--- config.mk ---
export PLATFORM = sky130hd
export DESIGN_NAME = morse_code_decoder
export DESIGN_NICKNAME = d
export VERILOG_FILES = /design/src/rtl/morse_code_decoder.sv
export SDC_FILE = /design/constraint.sdc
export NUM_CORES = 1
export LEC_CHECK = 0
export CORE_AREA = 3 3 85 87
export CTS_BUF_LIST = sky130_fd_sc_hd__clkbuf_4 sky130_fd_sc_hd__clkbuf_8
export DETAILED_ROUTE_END_ITERATION = 8
export DIE_AREA = 0 0 88 90
export PLACE_DENSITY = 0.58
export SLEW_MARGIN = 20
export SYNTH_ARGS = -nofsm -noshare
export SYNTH_HDL_FRONTEND = slang
export SYNTH_SLANG_ARGS = --single-unit
--- constraint.sdc ---
create_clock -name Clk -period 2.2 [get_ports Clk]
set_input_delay 0.66 -clock Clk [delete_from_list [all_inputs] [get_ports Clk]]
set_output_delay 0.66 -clock Clk [all_outputs]
set_load 0.01 [all_outputs]
--- src/rtl/morse_code_decoder.sv ---
// Morse receiver: times key marks and spaces in unit ticks and decodes letters A-H
// into the generator's 3-bit letter code, pulsing Valid or Error once per letter.
module morse_code_decoder #(
    parameter int UNIT       = 25_000_000,
    parameter int UNIT_N     = 25,
    parameter int DASH_UNITS = 2,
    parameter int GAP_UNITS  = 3
) (
    input  logic       Clk,
    input  logic       Reset,
    input  logic       Key,
    output logic [2:0] Letter,
    output logic       Valid,
    output logic       Error,
    output logic [3:0] Symbol,
    output logic [2:0] Size,
    output logic       Busy
);

    localparam int GAP_W = (GAP_UNITS > 1) ? $clog2(GAP_UNITS) : 1;

    typedef enum logic [1:0] {IDLE, MARK, SPACE} state_t;

    state_t              state_q, state_d;
    logic                key_m, key_s;
    logic [UNIT_N-1:0]   presc_q;
    logic                tick;
    logic [2:0]          mark_q, mark_d, mark_inc, mark_now;
    logic [GAP_W-1:0]    gap_q, gap_d;
    logic [3:0]          pattern_q, pattern_d;
    logic [2:0]          count_q, count_d;
    logic                overflow_q, overflow_d;
    logic                is_dash;
    logic                emit;
    logic                hit;
    logic [2:0]          dec_letter;

    // Two-flop synchronizer for the asynchronous key line.
    // NOTE: every clocked block uses non-blocking assignments so all flops
    // sample the pre-edge values; blocking here would collapse the two stages.
    always_ff @(posedge Clk or negedge Reset) begin
        if (!Reset) begin
            key_m <= 1'b0;
            key_s <= 1'b0;
        end else begin
            key_m <= Key;
            key_s <= key_m;
        end
    end

    assign tick     = (presc_q == UNIT_N'(UNIT - 1));
    assign mark_inc = (mark_q == 3'd7) ? mark_q : mark_q + 3'd1;
    // A tick landing on the release cycle still counts toward this mark.
    assign mark_now = tick ? mark_inc : mark_q;
    assign is_dash  = (int'(mark_now) >= DASH_UNITS);

    always_comb begin
        // NOTE: defaults first so every path assigns every variable; a missing
        // branch would otherwise infer a latch.
        state_d    = state_q;
        mark_d     = mark_q;
        gap_d      = gap_q;
        pattern_d  = pattern_q;
        count_d    = count_q;
        overflow_d = overflow_q;
        emit       = 1'b0;
        unique case (state_q)
            IDLE: begin
                pattern_d  = '0;
                count_d    = '0;
                overflow_d = 1'b0;
                if (key_s) begin
                    state_d = MARK;
                    mark_d  = '0;
                end
            end
            MARK: begin
                mark_d = mark_now;
                if (!key_s) begin
                    if (count_q < 3'd4) begin
                        pattern_d = pattern_q | ({is_dash, 3'b000} >> count_q);
                        count_d   = count_q + 3'd1;
                    end else begin
                        overflow_d = 1'b1;
                    end
                    state_d = SPACE;
                    gap_d   = '0;
                end
            end
            SPACE: begin
                if (tick) gap_d = gap_q + GAP_W'(1);
                // The terminating tick takes priority over a new mark.
                if (tick && gap_q == GAP_W'(GAP_UNITS - 1)) begin
                    state_d = IDLE;
                    emit    = 1'b1;
                end else if (key_s) begin
                    state_d = MARK;
                    mark_d  = '0;
                end
            end
            default: state_d = IDLE;
        endcase
    end

    always_comb begin
        hit        = 1'b1;
        dec_letter = 3'd0;
        case ({pattern_q, count_q})
            {4'b0100, 3'd2}: dec_letter = 3'd0;
            {4'b1000, 3'd4}: dec_letter = 3'd1;
            {4'b1010, 3'd4}: dec_letter = 3'd2;
            {4'b1000, 3'd3}: dec_letter = 3'd3;
            {4'b0000, 3'd1}: dec_letter = 3'd4;
            {4'b0010, 3'd4}: dec_letter = 3'd5;
            {4'b1100, 3'd3}: dec_letter = 3'd6;
            {4'b0000, 3'd4}: dec_letter = 3'd7;
            default:         hit        = 1'b0;
        endcase
    end

    always_ff @(posedge Clk or negedge Reset) begin
        if (!Reset) begin
            state_q    <= IDLE;
            presc_q    <= '0;
            mark_q     <= '0;
            gap_q      <= '0;
            pattern_q  <= '0;
            count_q    <= '0;
            overflow_q <= 1'b0;
        end else begin
            state_q    <= state_d;
            // Restarting on each transition keeps unit counts exact per mark/space.
            presc_q    <= (state_d != state_q || tick) ? '0 : presc_q + UNIT_N'(1);
            mark_q     <= mark_d;
            gap_q      <= gap_d;
            pattern_q  <= pattern_d;
            count_q    <= count_d;
            overflow_q <= overflow_d;
        end
    end

    always_ff @(posedge Clk or negedge Reset) begin
        if (!Reset) begin
            Letter <= '0;
            Valid  <= 1'b0;
            Error  <= 1'b0;
            Symbol <= '0;
            Size   <= '0;
        end else begin
            Valid <= 1'b0;
            Error <= 1'b0;
            if (emit) begin
                Symbol <= pattern_q;
                Size   <= count_q;
                if (hit && !overflow_q) begin
                    Valid  <= 1'b1;
                    Letter <= dec_letter;
                end else begin
                    Error <= 1'b1;
                end
            end
        end
    end

    assign Busy = (state_q != IDLE);

endmodule

# After elaboration in Yosys (flattened, before gate mapping)
# Cells that the tools add are included.
# classes
order_cmp,2
shift,1
n_bitwise,1
n_addsub,4
div_mod_pow,0
n_mux,30
mul,0
eq_ne,19
n_reduce_logical,15
# op_table
operator,count
$eq A7 B7 Y1 const B,4
$add A25 B1 Y25 const B,1
$eq A25 B25 Y1 const B,1
$mux W25,1
$pmux W3 S7,1
$mux W3,6
$mux W2,5
$ne A2 B2 Y1 const B,5
$mux W1,9
$pmux W3 S3,1
$reduce_and A3 Y1,3
$mux W4,2
$pmux W4 S2,1
$reduce_or A8 Y1,1
$eq A7 B1 Y1 const B,1
$eq A7 B3 Y1 const B,1
$eq A7 B5 Y1 const B,1
$eq A7 B6 Y1 const B,1
$add A3 B1 Y3 const B,2
$pmux W2 S3,1
$pmux W3 S2,1
$reduce_bool A2 Y1,3
$eq A2 B2 Y1 const B,2
$or A4 B4 Y4,1
15 further kinds,17
# word_totals
input_bits,3
ramBits,0
latch_bits,0
n_memories,0
regBits,54
rom_bits,0
word_cells,86
out_inout_bits,13

# Longest topological paths before layout
# Gate-level depths: netlist of run 1.
# logic_depth
word_depth,9
mapped_depth,9
depth_no_buf,7

# Worst setup path after synthesis of run 1
# OpenSTA, ideal clock, no wires.
# synth_timing
path_type,reg-to-reg
from,reg presc_q[0]
to,reg presc_q[11]
arrival_time_ns,1.857
synth_period_minus_slack_ns,1.928
path_buffers,3
path_stages_with_launch,10
setup_slack_ns,0.272
setup_ns,0.071
required_ns,2.129
cell_sequence,dfrtp_1 ha_1 and2_0 buf_2 nand2_4 nor3_2 buf_4 a211o_2 buf_2 nor2_1
# synth_via
elab_chain_cells,7
word_cells_on_any_way,8
classes_between,1 x add/sub; 2 x eq/ne; 3 x mux; 2 x reduce/logical
# synth_rtl
item,line_no,rtl
start: declaration,26,logic [UNIT_N-1:0] presc_q;
start signal: assignment,133,presc_q <= (state_d != state_q || tick) ? '0 : presc_q + UNIT_N'(1);
$eq A25 B25 Y1,51,assign tick = (presc_q == UNIT_N'(UNIT - 1));
$logic_and A1 B1 Y1,93,if (tick && gap_q == GAP_W'(GAP_UNITS - 1)) begin
$mux W2,93,
$pmux W2 S3,67,unique case (state_q)
$ne A2 B2 Y1,133,
$logic_or A1 B1 Y1,133,
$mux W25 *,133,
# Every way passes the cells marked *; elsewhere a longest branch is shown, timed or not.
# A chain may end at the register's enable or synchronous reset.

# Worst setup path in the final report of run 1
# layout_timing
from,reg presc_q[0]
to,reg pattern_q[1]
# layout_via
elab_chain_cells,8
# layout_rtl
item,line_no,rtl
$eq A25 B25 Y1,51,
$mux W3,54,assign mark_now = tick ? mark_inc : mark_q;
$ge A3 B2 Y1,55,assign is_dash = (int'(mark_now) >= DASH_UNITS);
$shr A4 B3 Y4,81,"pattern_d = pattern_q | ({is_dash, 3'b000} >> count_q);"
$or A4 B4 Y4,81,
$mux W4,80,if (count_q < 3'd4) begin
$mux W4,79,if (!key_s) begin
$pmux W4 S2,67,
end signal: assignment,136,pattern_q <= pattern_d;
end: declaration,30,"logic [3:0] pattern_q, pattern_d;"
# Every way passes these cells. The select of a mux whose other input is x is not followed.

==> key figures, run 1 <==
Floorplanning
  – I/O Pins: 16
  – Core Box Area: 0.00642 sq mm
  – Die span in y: 90 um
  – Starting density of the core: 42.2%
  – Die Width: 88 um
  – Cell Rows: 29
  – Die area: 0.00792 sq mm

Synth
  – Cell area after synthesis: 0.00271 sq mm
  – EDFF count, synth: 0
  – Flops & latches, synth: 54
  – Sequential share of the synthesized area: 49.9%
  – Yosys warns: 0
  – Synth cell types: 40
  – Top-area cell type share of the netlist area: 49.9%
  – Syn Area/Cell: 10.2 sq um
  – Synthesized netlist cell count: 266
  – Post-synth top flop: dfrtp_1
  – Top cells by area, synth: dfrtp_1 (50%), xnor2_1 (6.1%), nor2_1 (5.8%), mux2_2 (5.4%), ha_1 (3.2%)
  – Top cell type by total area after synthesis: dfrtp_1
  – Async set-reset flop share out of synthesis: 100%
  – Net Count, Synth: 276

Run status
  – Status: completed

Finish
  – P&R area growth vs syn: 15.8%
  – Share of post-route cells with drive strength above 1: 15.9%
  – Ant. Diodes: 0
  – FF+latch area: 0.00135 sq mm
  – Area of the multi-input gates: 0.00127 sq mm
  – Layout fillers: 595
  – Nets: 298

Worst setup path
  – Max FO, Critical Path: 5
  – Crit start category: flip-flop
  – WP data arrival: 2.19 ns
  – Largest delay share family, worst path: simple AND/OR/NAND/NOR gates
  – Crit Path Category: reg2reg
  – Worst path slowest cell: dfrtp_1
  – Worst path bufs/invs: 0
  – Kind of end point of the critical path: flip-flop
  – Largest stage delay on the critical path: 0.43 ns
  – Crit-path cells: ha_1 -> and2_0 -> nand2_4 -> nor3_2 -> mux2_2 -> o41ai_1
  – Crit path required time: 2.39 ns

Clock network
  – Max Root-Sink Buffers: 2
  – CTS H-tree lvls: 2
  – Number of clock sinks: 54
  – CTS tree: yes
  – Clock latency on the worst-skew pair: 0.30 ns
  – Root Buffer: clkbuf_8
  – Total CTS buffers: 5
  – Clock transition at the registers of the reported paths: 0.10 ns

Timing
  – Post-layout minimum cycle time: 1.99 ns
  – Post-Route Skew: 0.0114 ns
  – Final setup fails: 0
  – Actual slew at the worst max-slew pin: 0.460 ns
  – F_max: 502 MHz
  – Post-route worst setup slack: 0.209 ns
  – Tcrit/Tclk final: 90.5%
  – Hold Worst Slack: 0.264 ns
  – Fin. Hold Viols: 0
  – Max_slew headroom: 69.2%
  – Slew Limit Fails: 0

Global route
  – Initial antenna violation count: 0
  – Vias in the first global route: 1798
  – Congestion Overflow GR: 0
  – Largest net degree at the start of global routing: 41
  – First-pass GRT wire length: 9.06 mm
  – Total track usage: 14.1%

Placed design
  – Detail Placement HPWL: 3.62 mm
  – DP Worst Slack: 0.143 ns
  – RePlAce Congestion: 0.741
  – Port bufs: 15

Drt
  – DRT Pass-1 Iters: 4
  – Drt wl/cell: 14.2 um
  – DRC viols: 0
  – Avg Vias per Cell: 5.25
  – Starting DRT DRC Count: 102
  – Post-Route WL: 5.19 mm
  – Antenna Nets Post-Route: 0
  – Via Count: 1923

Hold path
  – Hold Path Class: in2async

Power and ir drop
  – Total Power: 1.86 mW
  – Leakage: 1.38 nW
  – Pwr dens: 593 mW/mm^2
  – Worst vdd ir: 0.000466 V

Run
  – Total of max-cap violations: 0
registers in the layout (all words and copies together), names as in the netlist:
register    count
Error           1
Letter          3
Size            3
Symbol          4
Valid           1
count_q         3
gap_q           2
key_m           1
key_s           1
mark_q          3
overflow_q      1
pattern_q       4
presc_q        25
state_q         2
placed cells by master, fill, tap and decap left out, types with 4 or more instances in the layout:
cell type        synthesis  layout
clkbuf_8                 0       5
nand4_1                  5       5
nor4_1                   7       7
ha_1                     7       7
nor2_1                  42      41
mux2_2                  13      13
nand3_1                 10      10
a31oi_1                  4       4
xnor2_1                 19      19
inv_1                   10      10
nor2b_1                  4       4
clkdlybuf4s50_1          0      13
a21oi_1                  8       8
nor3_1                  11      11
xor2_1                   5       5
o21ai_0                  6       6
dfrtp_1                 54      52
nand2_1                 15      15
buf_4                    2      12
metrics by stage:
stage	instances	TNS (ns)	utilization [%]	instance area, sq um
after floorplan	266	0	-	2710
after global placement	358	0	46.7	3000
after CTS	366	0	48.5	3110
final	366	0	48.8	3130
after detailed placement	358	0	46.7	3000
after global routing	366	-0.000308	48.8	3130
worst register-to-register path, delay by kind of cell, from the launching register on:
kind / cells / cell delay (ns)
AOI/OAI and AO/OA: 1 / 0.33
and+or+nand+nor: 3 / 0.49
DFF: 1 / 0.43
adders and majority gates: 1 / 0.22
muxes: 1 / 0.41
per-layer routing:
layer	share of wire [%]	global-route usage (%)	up-vias
met5	0	0	-
li1	-	-	973
met3	2.7	2.83	2
met4	0.35	2.30	0
met2	44	19.4	18
met1	53	22.8	930
synthesized netlist by cell type, types with 4 or more instances:
cell type	number
a21oi_1	8
nand2_1	15
nor2_1	42
nand4_1	5
o41ai_1	4
inv_1	10
ha_1	7
mux2_2	13
buf_2	4
nor3_1	11
o21ai_0	6
dfrtp_1	54
xnor2_1	19
nor2b_1	4
a31oi_1	4
nor4_1	7
nand3_1	10
clkbuf_1	7
xor2_1	5
cell families after synthesis:
logic type,synth area share (%)
AO/OA/AOI/OAI,7.72
XOR/XNOR,7.76
adder cells (fa/ha/maj),3.23
buffers and inverters,3.65
flip-flops,49.9
multiplexers,5.41
AND/OR/NAND/NOR,22.3
area by class of cell:
| type | instances | share of cell area (%) |
|---|---|---|
| timing repair buffer | 28 | 8.22 |
| sequential | 54 | 43.2 |
| clock buffer | 7 | 2.67 |
| clock inverter | 1 | 0.958 |
| inverter | 10 | 1.20 |
| multi-input combinational | 189 | 40.7 |
| tap | 77 | 3.07 |
power breakdown:
part           leakage, nW  total (mW)  switching (mW)  internal, mW
Combinational        0.583       0.145          0.0931        0.0523
Sequential           0.740        1.04          0.0283          1.01
Clock               0.0593       0.673           0.307         0.366
Total                 1.38        1.86           0.429          1.43
final timing paths:
kind                            start  cells past startpoint  slack, ns            to
max in group asynchronous       Reset                      2       1.39    count_q[1]
min in group Clk                key_m                      0       0.35         key_s
max                        presc_q[0]                      6       0.21  pattern_q[1]
max reg2reg                presc_q[0]                      6       0.21  pattern_q[1]
min reg2reg                     key_m                      0       0.35         key_s
min                             Reset                      1       0.26     Letter[2]
what timing repair did:
item                       in CTS  in global routing
hold buffers                    0                  0
setup buffers                   0                  0
resized for setup               1                  5
setup endpoints to repair       1                 20
(Power assumes the default switching activity.)
==> run 2, diff against run 1 <==
- REMOVE_ABC_BUFFERS: default -> 1
- SLEW_MARGIN: 20 -> default
==> run 2 against run 1 <==
Against the previous run:
- cell count down 0.27%
- critical path depth did not move
- design area fell by 0.52%
- sequential share of layout area is 0.15 points higher
- largest cell class unchanged
- highest routed layer unchanged
==> key figures, run 2 (synthesis results as in run 1) <==
Worst setup path
  – Crit Path Category: reg2reg
  – Worst r2r src: presc_q[0]
  – Max FO, Critical Path: 5
  – Reg-to-Reg End: pattern_q[3]
  – Kind of end point of the critical path: flip-flop
  – Crit path required time: 2.39 ns
  – Crit start category: flip-flop
  – Reg2reg path depth: 6
  – R2r setup slk: 0.14 ns
  – WP data arrival: 2.25 ns

Drt
  – Metal2 WL: 2.30 mm
  – Highest routed layer: met4
  – Met3 wire length: 210 um
  – Starting DRT DRC Count: 77
  – DRC viols: 0
  – Post-Route WL: 5.04 mm
  – Via Count: 1927
  – Avg Vias per Cell: 5.28
  – Antenna Nets Post-Route: 0
  – Drt wl/cell: 13.8 um
  – DRT Pass-1 Iters: 4
  – Wl on met1: 2.44 mm

Placed design
  – DP Worst Slack: 0.113 ns
  – RePlAce Congestion: 0.824
  – Port bufs: 15
  – Cell Count Post-Placement: 357
  – Detail Placement HPWL: 3.46 mm

Finish
  – Non-filler cells, final: 365
  – Ant. Diodes: 0
  – Max reg flops: 25
  – Final Util: 48.5%
  – Commonest non-fill, non-tap cell in the layout: dfrtp_1
  – P&R area growth vs syn: 15.2%
  – Most frequent cells in the layout: dfrtp_1 (54), nor2_1 (41), xnor2_1 (19), nand2_1 (15)
  – Share of post-route cells with drive strength above 1: 15.3%
  – Top reg by flops: presc_q
  – Biggest registers after layout: presc_q x25, Symbol x4, pattern_q x4
  – Layout fillers: 596
  – Nets: 297

Floorplanning
  – Core Box Area: 0.00642 sq mm
  – Die span in y: 90 um
  – Die area: 0.00792 sq mm
  – I/O Pins: 16
  – Cell Rows: 29
  – Starting density of the core: 42.2%
  – Die Width: 88 um

Clock network
  – Number of clock sinks: 54
  – Total CTS buffers: 5
  – Max Root-Sink Buffers: 2
  – Clock transition at the registers of the reported paths: 0.10 ns
  – Root Buffer: clkbuf_8
  – Clock latency on the worst-skew pair: 0.31 ns
  – CTS H-tree lvls: 2
  – CTS tree: yes

Timing
  – Post-Route Skew: 0.00984 ns
  – F_max: 485 MHz
  – Max_slew headroom: 67.4%
  – Actual slew at the worst max-slew pin: 0.487 ns
  – Slew Limit Fails: 0
  – Tcrit/Tclk final: 93.8%
  – Final setup fails: 0
  – Post-route worst setup slack: 0.137 ns
  – RSZ-0062 raised after global routing: no
  – Post-layout minimum cycle time: 2.06 ns
  – Fin. Hold Viols: 0

Power and ir drop
  – Worst vdd ir: 0.000342 V
  – Leakage: 1.38 nW
  – Pwr dens: 567 mW/mm^2

Global route
  – Largest net degree at the start of global routing: 55
  – Initial antenna violation count: 0
  – Total track usage: 14.0%
  – First-pass GRT wire length: 9.06 mm
  – Congestion Overflow GR: 0
  – Vias in the first global route: 1978

Run status
  – Status: completed

Run
  – Total of max-cap violations: 0

Hold path
  – Hold Path Class: in2async
## run 2: layout make-up
type / instances / area (sq um) / area share [%]
Clock buffer: 7 / 90.1 / 2.89
Inverter: 10 / 37.5 / 1.20
Timing Repair Buffer: 27 / 263 / 8.43
Sequential cell: 54 / 1350 / 43.3
Multi-Input combinational cell: 189 / 1270 / 40.9
Tap cell: 77 / 96.3 / 3.09
Clock inverter: 1 / 5.00 / 0.161
## run 2: worst max-delay path by stage
| stage | startpoint | end | slack, ns | cells after the start |
|---|---|---|---|---|
| 6_report | presc_q[0] | pattern_q[3] | 0.14 | 6 |
| 5_1_grt | presc_q[7] | pattern_q[3] | 0.004 | 5 |
| 4_1_cts | state_q[0] | Busy | 0.02 | 3 |
| 3_5_place_dp | presc_q[0] | pattern_q[1] | 0.11 | 6 |
| 3_3_place_gp | presc_q[0] | pattern_q[1] | 0.15 | 6 |
| 2_1_floorplan | presc_q[0] | pattern_q[0] | -0.20 | 6 |
## run 2: through the flow
step           area, sq um  hold WS [ns]  TNS [ns]  power [mW]
6_report              3120         0.341         0        1.77
5_1_grt               3120         0.351         0        1.87
2_1_floorplan         2650         0.331    -0.782        1.14
4_1_cts               3100         0.347         0        1.79
3_5_place_dp          3000         0.343         0        1.21
3_3_place_gp          3000         0.336         0        1.21
## run 2: report_power, final
group / leakage, nW / switching, mW / internal [mW]
Clock: 0.0517 / 0.312 / 0.267
Combinational: 0.585 / 0.0940 / 0.0603
Sequential: 0.743 / 0.0250 / 1.01
Total: 1.38 / 0.431 / 1.34
## run 2: critical path, stage by stage (launching register included)
cell,delay [ns]
dfrtp_1,0.43
ha_1,0.23
and2_0,0.24
nand2_4,0.07
nor3_2,0.21
mux2_2,0.42
o41ai_1,0.35
## run 2: metal layers
metal | up-vias | GRT usage (%)
met5 | - | 0
met4 | 0 | 4.35
met3 | 9 | 3.29
met2 | 29 | 21.5
met1 | 926 | 19.5
li1 | 963 | -
## run 2: repair_timing
action,CTS,global route
setup buffers,0,0
resized for setup,0,4
setup endpoints to repair,0,3
hold buffers,0,0
endpoints found under the hold margin,0,0
==> run 3, diff against run 2 <==
- CELL_PAD_IN_SITES_DETAIL_PLACEMENT: default -> 1
- CELL_PAD_IN_SITES_GLOBAL_PLACEMENT: default -> 1
- MAX_ROUTING_LAYER: default -> met4
- PLACE_DENSITY: 0.58 -> 0.7
==> run 3 against run 2 <==
Against the previous run:
- clock power up 3.6%
- count of clock-buffer cells in the layout down 1
- first-iteration DRC count down 18%
- critical path depth unchanged
- sequential cell count unchanged
- wire length up 12%
- maximum frequency up 0.99%
- combinational power about the same
- sequential share of layout area up 0.33 points
- worst setup slack better by 0.020 ns
- sequential power about the same
- critical endpoint is now pattern_q[1]
- largest cell class unchanged
==> key figures, run 3 (synthesis results as in run 1) <==
Timing
  – Tcrit/Tclk final: 92.8%
  – Final setup fails: 0
  – Slew Limit Fails: 0
  – Fin. Hold Viols: 0
  – Setup TNS Final: 0 ns
  – Post-Route Skew: 0.00923 ns
  – Actual slew at the worst max-slew pin: 0.445 ns
  – Post-route worst setup slack: 0.158 ns
  – Post-layout minimum cycle time: 2.04 ns
  – F_max: 490 MHz
  – Max_slew headroom: 70.2%
  – RSZ-0062 raised after global routing: no
  – Hold Worst Slack: 0.328 ns

Placed design
  – Detail Placement HPWL: 4.03 mm
  – Placed cell areas: 0.00300 sq mm
  – Cell Count Post-Placement: 356
  – RePlAce Congestion: 0.798
  – Port bufs: 15
  – DP Worst Slack: 0.134 ns

Clock network
  – Hold Buf Count CTS: 0
  – CTS H-tree lvls: 2
  – Total CTS buffers: 5
  – CTS tree: yes
  – Root Buffer: clkbuf_8
  – Clock latency on the worst-skew pair: 0.31 ns
  – Clock transition at the registers of the reported paths: 0.10 ns
  – Postcts setup bufs: 0
  – Number of clock sinks: 54
  – Max Root-Sink Buffers: 2

Hold path
  – Hold Path Class: in2async

Finish
  – P&R area growth vs syn: 14.6%
  – Non-filler cells, final: 364
  – Max reg flops: 25
  – Post-route cell area: 0.00310 sq mm
  – Ant. Diodes: 0
  – Final Util: 48.3%
  – Commonest non-fill, non-tap cell in the layout: dfrtp_1
  – Nets: 296
  – Biggest registers after layout: presc_q x25, Symbol x4, pattern_q x4
  – Top reg by flops: presc_q
  – Most frequent cells in the layout: dfrtp_1 (51), nor2_1 (41), xnor2_1 (19), nand2_1 (15)
  – Share of post-route cells with drive strength above 1: 15.3%

Worst setup path
  – Worst r2r src: presc_q[1]
  – Reg-to-Reg End: pattern_q[1]
  – Crit start category: flip-flop
  – Reg2reg path depth: 6
  – Max FO, Critical Path: 4
  – WP data arrival: 2.23 ns
  – Crit path required time: 2.39 ns
  – Kind of end point of the critical path: flip-flop
  – R2r setup slk: 0.16 ns
  – Crit Path Category: reg2reg

Drt
  – Drt wl/cell: 15.4 um
  – DRT Pass-1 Iters: 4
  – Avg Vias per Cell: 5.35
  – Antenna Nets Post-Route: 0
  – DRC viols: 0
  – Post-Route WL: 5.62 mm
  – Starting DRT DRC Count: 63
  – Via Count: 1948

Floorplanning
  – Cell Rows: 29
  – Starting density of the core: 42.2%
  – I/O Pins: 16
  – Die span in y: 90 um
  – Die Width: 88 um
  – Core Box Area: 0.00642 sq mm
  – Die area: 0.00792 sq mm

Run
  – Total of max-cap violations: 0

Global route
  – Initial antenna violation count: 0
  – Congestion Overflow GR: 0
  – First-pass GRT wire length: 9.72 mm
  – Vias in the first global route: 1990
  – Total track usage: 15.8%
  – Largest net degree at the start of global routing: 55

Run status
  – Status: completed

Power and ir drop
  – Leakage: 1.36 nW
  – Pwr dens: 577 mW/mm^2
  – Worst vdd ir: 0.000403 V
  – Total Power: 1.79 mW
## run 3: worst max-delay path, stage by stage, from the launching register on
cell     delay, ns
dfrtp_1       0.42
ha_1          0.23
and2_0        0.25
nand2_4       0.07
nor3_2        0.20
mux2_2        0.41
o41ai_1       0.34
## run 3: area by class of cell
class,count,area [sq um]
Timing Repair Buffer,26,255
Fill cell,719,3320
Inverter,10,37.5
Sequential cell,54,1360
Tap cell,77,96.3
Clock buffer,6,82.6
Clock inverter,2,16.3
Multi-Input combinational cell,189,1260
## run 3: how the worst max path moves through the flow
stage	startpoint	end	slack (ns)
final	presc_q[1]	pattern_q[1]	0.16
after global routing	presc_q[1]	pattern_q[0]	0.008
after CTS	state_q[0]	Busy	0.006
after detailed placement	presc_q[0]	pattern_q[3]	0.13
after global placement	presc_q[0]	pattern_q[2]	0.13
after floorplan	presc_q[0]	pattern_q[0]	-0.20
## run 3: timing repair
item	in CTS	in global routing
gates cloned	0	0
resized for setup	1	4
endpoints found under the setup margin	1	7
## run 3: report_power, final
part	leakage (nW)	total, mW	switching (mW)	internal [mW]
sequential	0.739	1.04	0.0275	1.01
clock	0.0478	0.600	0.340	0.260
combinational	0.569	0.151	0.0939	0.0569
total	1.36	1.79	0.461	1.33
## run 3: layer usage
layer / vias up / global-route usage (%) / part of all wire, %
met3: 5 / 3.02 / 2.0
met5: - / - / 0
met2: 19 / 23.4 / 46
met4: 0 / 3.45 / 0.80
li1: 963 / - / -
met1: 961 / 22.4 / 52
